<file path="config.mk">
export PLATFORM = sky130hd
export DESIGN_NAME = hazard_unit
export DESIGN_NICKNAME = d
export VERILOG_FILES = /design/src/rtl/hazard_unit.sv
export SDC_FILE = /design/constraint.sdc
export NUM_CORES = 1
export LEC_CHECK = 0
export BUFFER_PORTS_ARGS = -buffer_cell sky130_fd_sc_hd__buf_2
export CORE_MARGIN = 2
export CORE_UTILIZATION = 41
export DETAILED_ROUTE_END_ITERATION = 10
export GPL_TIMING_DRIVEN = 0
export PLACE_DENSITY = 0.86
export SETUP_SLACK_MARGIN = 0.02
export SLEW_MARGIN = 30
export SYNTH_ARGS = -nofsm -noshare
export SYNTH_HDL_FRONTEND = slang
export SYNTH_SLANG_ARGS = --single-unit
</file>
<file path="constraint.sdc">
create_clock -name clk -period 1.9 [get_ports clk]
set_input_delay 0 -clock clk [delete_from_list [all_inputs] [get_ports clk]]
set_output_delay 0 -clock clk [all_outputs]
set_load 0.1 [all_outputs]
</file>
<file path="src/rtl/hazard_unit.sv">
// hazard_unit: pipeline hazard controller for the 5-stage core
// Detects load-use hazards, sequences stalls for multi-cycle execute ops and
// selects execute-stage operand forwarding. Outputs are combinational from
// inputs and state; all outputs are forced to 0 while rst_n is low.
// Ports:
//   clk, rst_n                 clock, asynchronous active-low reset
//   ra1_d, ra2_d               source registers in D
//   ra1_e, ra2_e, wa_e         source/destination registers in E
//   mem_to_reg_e, mc_op_e      E is a load / E is a multi-cycle op
//   wa_m, wa_w                 destination registers in M and W
//   reg_write_m, reg_write_w   M / W write the register file
//   stall_f, stall_d, stall_e  hold PC, F/D and D/E registers
//   flush_e, flush_m           bubble into D/E and E/M
//   forward_a_e, forward_b_e   operand select: 00 regfile, 01 W, 10 M
//   lu_stall_cnt, mc_stall_cnt saturating perf counters (HAZARD_PERF_EN only)
module hazard_unit #(
    parameter int MC_CYCLES = 4,
    parameter int PERF_W    = 16
) (
    input  logic        clk,
    input  logic        rst_n,
    input  logic [4:0]  ra1_d,
    input  logic [4:0]  ra2_d,
    input  logic [4:0]  ra1_e,
    input  logic [4:0]  ra2_e,
    input  logic [4:0]  wa_e,
    input  logic        mem_to_reg_e,
    input  logic        mc_op_e,
    input  logic [4:0]  wa_m,
    input  logic [4:0]  wa_w,
    input  logic        reg_write_m,
    input  logic        reg_write_w,
    output logic        stall_f,
    output logic        stall_d,
    output logic        stall_e,
    output logic        flush_e,
    output logic        flush_m,
    output logic [1:0]  forward_a_e,
    output logic [1:0]  forward_b_e
`ifdef HAZARD_PERF_EN
    ,
    output logic [PERF_W-1:0] lu_stall_cnt,
    output logic [PERF_W-1:0] mc_stall_cnt
`endif
);
    localparam int CW = $clog2(MC_CYCLES);
    localparam logic [1:0] IDLE = 2'd0;
    localparam logic [1:0] BUSY = 2'd1;
    localparam logic [1:0] DONE = 2'd2;

    logic [1:0]    state_q, state_d;
    logic [CW-1:0] cnt_q, cnt_d;
    logic          lu, mc_stall;

    function automatic logic [1:0] fwd(input logic [4:0] ra);
        return (reg_write_m && wa_m != 5'd0 && wa_m == ra) ? 2'b10 :
               (reg_write_w && wa_w != 5'd0 && wa_w == ra) ? 2'b01 : 2'b00;
    endfunction

    always_comb begin
        lu       = rst_n && mem_to_reg_e && wa_e != 5'd0 && (wa_e == ra1_d || wa_e == ra2_d);
        // DONE ignores mc_op_e: it is still the op that just finished
        mc_stall = rst_n && ((state_q == IDLE && mc_op_e) || state_q == BUSY);
        state_d  = state_q;
        cnt_d    = cnt_q;
        case (state_q)
            IDLE: if (mc_op_e) begin
                state_d = (MC_CYCLES == 2) ? DONE : BUSY;
                cnt_d   = CW'(MC_CYCLES - 2);
            end
            BUSY: if (cnt_q == CW'(1)) state_d = DONE;
                  else cnt_d = cnt_q - CW'(1);
            default: begin
                state_d = IDLE;
                cnt_d   = '0;
            end
        endcase
        stall_f     = lu || mc_stall;
        stall_d     = lu || mc_stall;
        stall_e     = mc_stall;
        // E is held during a multi-cycle op, so a load-use bubble must wait
        flush_e     = lu && !mc_stall;
        flush_m     = mc_stall;
        forward_a_e = rst_n ? fwd(ra1_e) : 2'b00;
        forward_b_e = rst_n ? fwd(ra2_e) : 2'b00;
    end

    always_ff @(posedge clk or negedge rst_n) begin
        if (!rst_n) begin
            state_q <= IDLE;
            cnt_q   <= '0;
        end else begin
            state_q <= state_d;
            cnt_q   <= cnt_d;
        end
    end

`ifdef HAZARD_PERF_EN
    logic [PERF_W-1:0] lu_cnt_q, lu_cnt_d, mc_cnt_q, mc_cnt_d;

    always_comb begin
        lu_cnt_d = (lu && !(&lu_cnt_q)) ? lu_cnt_q + PERF_W'(1) : lu_cnt_q;
        mc_cnt_d = (mc_stall && !(&mc_cnt_q)) ? mc_cnt_q + PERF_W'(1) : mc_cnt_q;
    end

    always_ff @(posedge clk or negedge rst_n) begin
        if (!rst_n) begin
            lu_cnt_q <= '0;
            mc_cnt_q <= '0;
        end else begin
            lu_cnt_q <= lu_cnt_d;
            mc_cnt_q <= mc_cnt_d;
        end
    end

    assign lu_stall_cnt = lu_cnt_q;
    assign mc_stall_cnt = mc_cnt_q;
`endif
endmodule

</file>
After elaboration in Yosys (flattened, before gate mapping)

Cells that the tools add are included.

Flip-flop bits (word level): 4
Memories kept: 0
Logic and storage cells: 48
RAM bits: 0
Bits of input ports: 41
Bits in latches: 0
ROM bits: 0
Output and inout bits: 9

Multipliers: 0
Eq/ne operators: 11
Shifts and indexed selects: 0
Magnitude comparators: 0
Muxes and demuxes: 12
Reduce and logical (&&, ||, !) cells: 22
Add/sub/neg operators: 1
Div/mod/pow operators: 0
Bitwise gates (word level): 0

Operators with widths:

| cell                  | number |
|---|---|
| $eq A5 B5 Y1          | 6 |
| $mux W2               | 8 |
| $reduce_bool A5 Y1    | 3 |
| $logic_and A1 B1 Y1   | 12 |
| $pmux W2 S2           | 2 |
| $eq A2 B1 Y1 const B  | 2 |
| $ne A2 B2 Y1 const B  | 2 |
| $reduce_and A2 Y1     | 2 |
| $logic_or A1 B1 Y1    | 3 |
| $logic_not A2 Y1      | 1 |
| $mux W1               | 2 |
| $ne A2 B1 Y1 const B  | 1 |
| $sub A2 B1 Y2 const B | 1 |
| $logic_not A1 Y1      | 1 |

Depth between registers and ports, before layout

Depth after elaboration: 6
Depth in mapped cells: 5
Mapped depth without buffers: 5

Worst setup path before layout

OpenSTA, ideal clock, no wires.

Path kind: flip-flop to output port
Start: register state_q[0]
End: output flush_e
Stages on the path, launching flop included: 4
Setup slack: -2.478 ns
Arrival: 4.378 ns
Buffers on the path: 0
Cells stage by stage: dfrtp_1 nor2_1 nor3b_1 nor3_1

Cells in the longest elaborated chain, start to end: 6
Elaborated cells on any way between the ends: 7

Ends and longest elaborated chain:

| item                   | line | text |
|---|---|---|
| from (decl)            | 51   | `logic [1:0] state_q, state_d;` |
| from (signal assigned) | 93   | `state_q <= state_d;` |
| $logic_not A2 Y1       | 63   | `mc_stall = rst_n && ((state_q == IDLE && mc_op_e) \|\| state_q == BUSY);` |
| $logic_and A1 B1 Y1    | 63   |  |
| $logic_or A1 B1 Y1 *   | 63   |  |
| $logic_and A1 B1 Y1 *  | 63   |  |
| net flush_m            | 37   | `output logic flush_m,` |
| $logic_not A1 Y1 *     | 82   | `flush_e = lu && !mc_stall;` |
| $logic_and A1 B1 Y1 *  | 82   |  |
| to (decl)              | 36   | `output logic flush_e,` |

The timed path passes the listed nets; every way through them passes the cells marked *.

Final worst setup path

Start: register state_q[0]
End: output stall_f

Cells in the longest elaborated chain, start to end: 5
Elaborated cells on any way between the ends: 6

Ends and longest elaborated chain:

| item                  | line | text |
|---|---|---|
| $logic_not A2 Y1      | 63   |  |
| $logic_and A1 B1 Y1   | 63   |  |
| $logic_or A1 B1 Y1 *  | 63   |  |
| $logic_and A1 B1 Y1 * | 63   |  |
| $logic_or A1 B1 Y1 *  | 78   | `stall_f = lu \|\| mc_stall;` |
| to (decl)             | 33   | `output logic stall_f,` |

Every way passes the cells marked *; elsewhere a longest branch is shown, timed or not.

==> results.yml <==
logic_synthesis:
  syn_area_per_cell_um2: 8.706
  flip_flop_and_latch_count_after_synthesis: 4
  seq_area_frac_synth_pct: 15.97
  syn-num-nets: 114
  synth.distinct_cells: 23
  syn_area_um2: 626.9
  syn_inst: 72
  yosys_warnings: 0
worst_setup_path:
  timing.critical_path.required_ns: 1.90
  critical_path_endpoint_category: "primary output"
  regToRegStartpoint: "cnt_q[0]$_DFFE_PN0P_"
  worstSetupStartpoint: "state_q[0]$_DFFE_PN0P_"
  launching_element_type_of_the_critical_path: "register"
  crit_path_max_incr_delay_ns: 0.41
  crit_arrival_ns: 1.67
  critPathMaxFanout: 5
  timing.setup.critical_path_class: "register to primary output"
  worst_path_slowest_cell: "sky130_fd_sc_hd__dfrtp_1"
  cp_cell_sequence: "nor2_2 -> nor3b_4 -> o21bai_4 -> buf_12 -> buf_2"
min_path:
  worst_hold_path_type: "input pin to register"
  worstHoldStart: "mc_op_e"
clock_network:
  clk_transition_reported_paths_ns: 0.03
  number_of_levels_in_the_clock_h_tree: 1
  max-clock-path-buffers: 2
  cts.sink_count: 4
  cts_made_buffers: 3
  clock_insertion_delay_worst_skew_ns: 0.23
  postCtsSetupBuffers: 0
  clockRootBuffer: "sky130_fd_sc_hd__clkbuf_4"
  clock_tree_from_tritoncts: "done"
sta:
  tightestPinTransition_ns: 0.6640
  timing.final.setup_violations: 0
  fin_setup_tns_ns: 0
  final_max_slew_viol_count: 0
  finalCritPeriodShare_pct: 87.78
  finalCriticalPeriod_ns: 1.668
  remaining_max_slew_budget_at_the_tightest_pin_pct: 55.33
  rsz0062_at_grt: "false"
  fmax_mhz: 599.6
  final_hold_viol_count: 0
  finClkSkew_ns: 0.0003631
place:
  port_buffers: 49
  detailed_place_hpwl_um: 1570
  placedCellCount: 137
  gp_congestion: 0.9078
power_and_ir_drop:
  psw_uw: 436.7
  internal-power_uw: 409.4
  p_seq_share_pct: 20.0
  power_switching_share_pct: 51.62
  fin_total_pwr_uw: 846.0
  power_density_nw_per_um2: 859.2
  power_frac_comb_pct: 68.3
  max-vdd-ir-drop_mv: 0.8614
  power.leakage_uw: 0.0004699
  share_clk_of_total_power_pct: 11.7
run_status:
  outcome: "complete, no violations"
die:
  chipWidth_um: 43.10
  die-area_um2: 1858
  rows: 14
  core_region_area_um2: 1471
  die-height_um: 43.10
  io-pin-count: 50
  initial_core_util_pct: 42.60
final_layout:
  insertedDiodeCount: 0
  layout_common_cells: "sky130_fd_sc_hd__buf_2, sky130_fd_sc_hd__xor2_1, sky130_fd_sc_hd__xnor2_1"
  design.final.nets: 169
  final_common_cell: "sky130_fd_sc_hd__buf_2"
  drive_gt1_share_pct: 49.60
  fin_cells: 141
  fillerInstances: 126
  synthToLayoutAreaGrowth_pct: 57.09
grt:
  grt_antenna_before_repair: 0
  grt_first_pass_wirelength_um: 2946
  vias_in_the_first_global_route: 716
  gr-usage-all-layers_pct: 20.70
  grt_max_degree: 7
  globalRouteOverflowTotal: 0
drt:
  via_per_inst: 5.057
  drt_iter0_drc: 6
  detailedRoute.firstPassIterationCount: 4
  drt-total-wl_um: 1764
  route.detailed.drc: 0
  wl_per_cell_um: 12.51
  route.vias.total: 713
  drt.antenna.violating_nets: 0
run:
  max_cap_viol_count: 0
## state kept, by name (all words and copies together) (netlist names)
register  flops
cnt_q         2
state_q       2
## synth_stat cells
library cell	number	share of area, %
sky130_fd_sc_hd__nand3_1	2	1.6
sky130_fd_sc_hd__mux2i_1	1	1.6
sky130_fd_sc_hd__nor4_1	2	2.0
sky130_fd_sc_hd__or4_4	1	1.8
sky130_fd_sc_hd__nor4_2	2	4.0
sky130_fd_sc_hd__nand2_1	1	0.60
sky130_fd_sc_hd__xor2_1	24	34
sky130_fd_sc_hd__or4_1	4	4.8
sky130_fd_sc_hd__a22oi_1	1	1.2
sky130_fd_sc_hd__dfrtp_1	4	16
sky130_fd_sc_hd__inv_1	1	0.60
sky130_fd_sc_hd__nor3b_1	3	3.6
sky130_fd_sc_hd__xnor2_1	7	9.8
sky130_fd_sc_hd__ha_1	1	2.0
sky130_fd_sc_hd__a21oi_1	1	0.80
sky130_fd_sc_hd__o211ai_1	2	2.4
sky130_fd_sc_hd__o21ai_2	1	1.4
sky130_fd_sc_hd__nor3_1	3	2.4
sky130_fd_sc_hd__buf_4	2	2.4
sky130_fd_sc_hd__nor2_1	5	3.0
sky130_fd_sc_hd__and2_1	2	2.0
sky130_fd_sc_hd__a221oi_1	1	1.4
sky130_fd_sc_hd__o21bai_1	1	1.2
## cells by family (layout without fill, tap and decap cells)
family	count (synthesis)	after routing	share of synthesized area [%]
compound gates	7	7	8.383
xor+xnor	31	31	43.31
mux	1	1	1.597
simple gates	25	25	25.75
fa+ha+maj	1	1	1.996
buf+inv	3	56	2.993
flops	4	4	15.97
## power groups by stage
| stage | Sequential (uW) | Combinational [uW] | Clock, uW |
|---|---|---|---|
| floorplan | 163 | 454 | 0 |
| global placement | 167 | 556 | 0 |
| detailed placement | 170 | 579 | 0 |
| CTS | 169 | 581 | 107 |
| global route | 178 | 623 | 119 |
| finish | 169 | 578 | 99.1 |
## cell type report
cell class / instances / area (um^2) / area share (%)
multi-input cells: 65 / 555.5 / 56.42
repair buffers: 50 / 255.2 / 25.92
flip-flops and latches: 4 / 100.1 / 10.17
plain buffers: 2 / 27.53 / 2.795
clock buffers: 3 / 22.52 / 2.287
well taps: 16 / 20.02 / 2.033
inverters: 1 / 3.754 / 0.3812
## stage by stage
stage	hold slack, ns	area [um^2]	worst slack (ns)	utilization (%)
2_1_floorplan	-0.2956	686.9	-0.2394	-
3_3_place_gp	-0.1519	952.2	0.2705	64.71
3_5_place_dp	-0.1518	952.2	0.2457	64.71
4_1_cts	0.1088	984.7	0.2119	66.92
5_1_grt	0.1266	984.7	0.1135	66.92
6_report	0.1166	984.7	0.2323	66.92
## repair_timing
action                                  4_1_cts  5_1_grt
endpoints found under the hold margin         4        0
hold buffers                                  1        0
endpoints found under the setup margin        0        0
resized for setup                             0        0
## routing by layer
layer | track usage, % | vias up | wire [um]
li1 | - | 368 | -
met1 | 21.56 | 321 | 657
met2 | 40.30 | 22 | 1006
met3 | 2.979 | 2 | 86
met4 | 7.879 | 0 | 14
met5 | 0 | - | 0
## path summary, 6_finish.rpt
check                                              end  slack, ns  depth (start not counted)
worst min register to register  state_q[1]$_DFFE_PN0P_       0.54                          1
worst max register to register    cnt_q[1]$_DFFE_PN0P_       0.73                          3
worst min-delay path              cnt_q[0]$_DFFE_PN0P_       0.12                          4
max in group asynchronous         cnt_q[0]$_DFFE_PN0P_       1.50                          2
min in group asynchronous       state_q[1]$_DFFE_PN0P_       0.23                          2
worst max-delay path                           stall_f       0.23                          5
## worst max-delay path: cells and delay by family (launching register included)
family	cells	cell delay [ns]
compound gates	1	0.18
buf+inv	2	0.52
flops	1	0.41
simple gates	2	0.34
(Power assumes the default switching activity.)
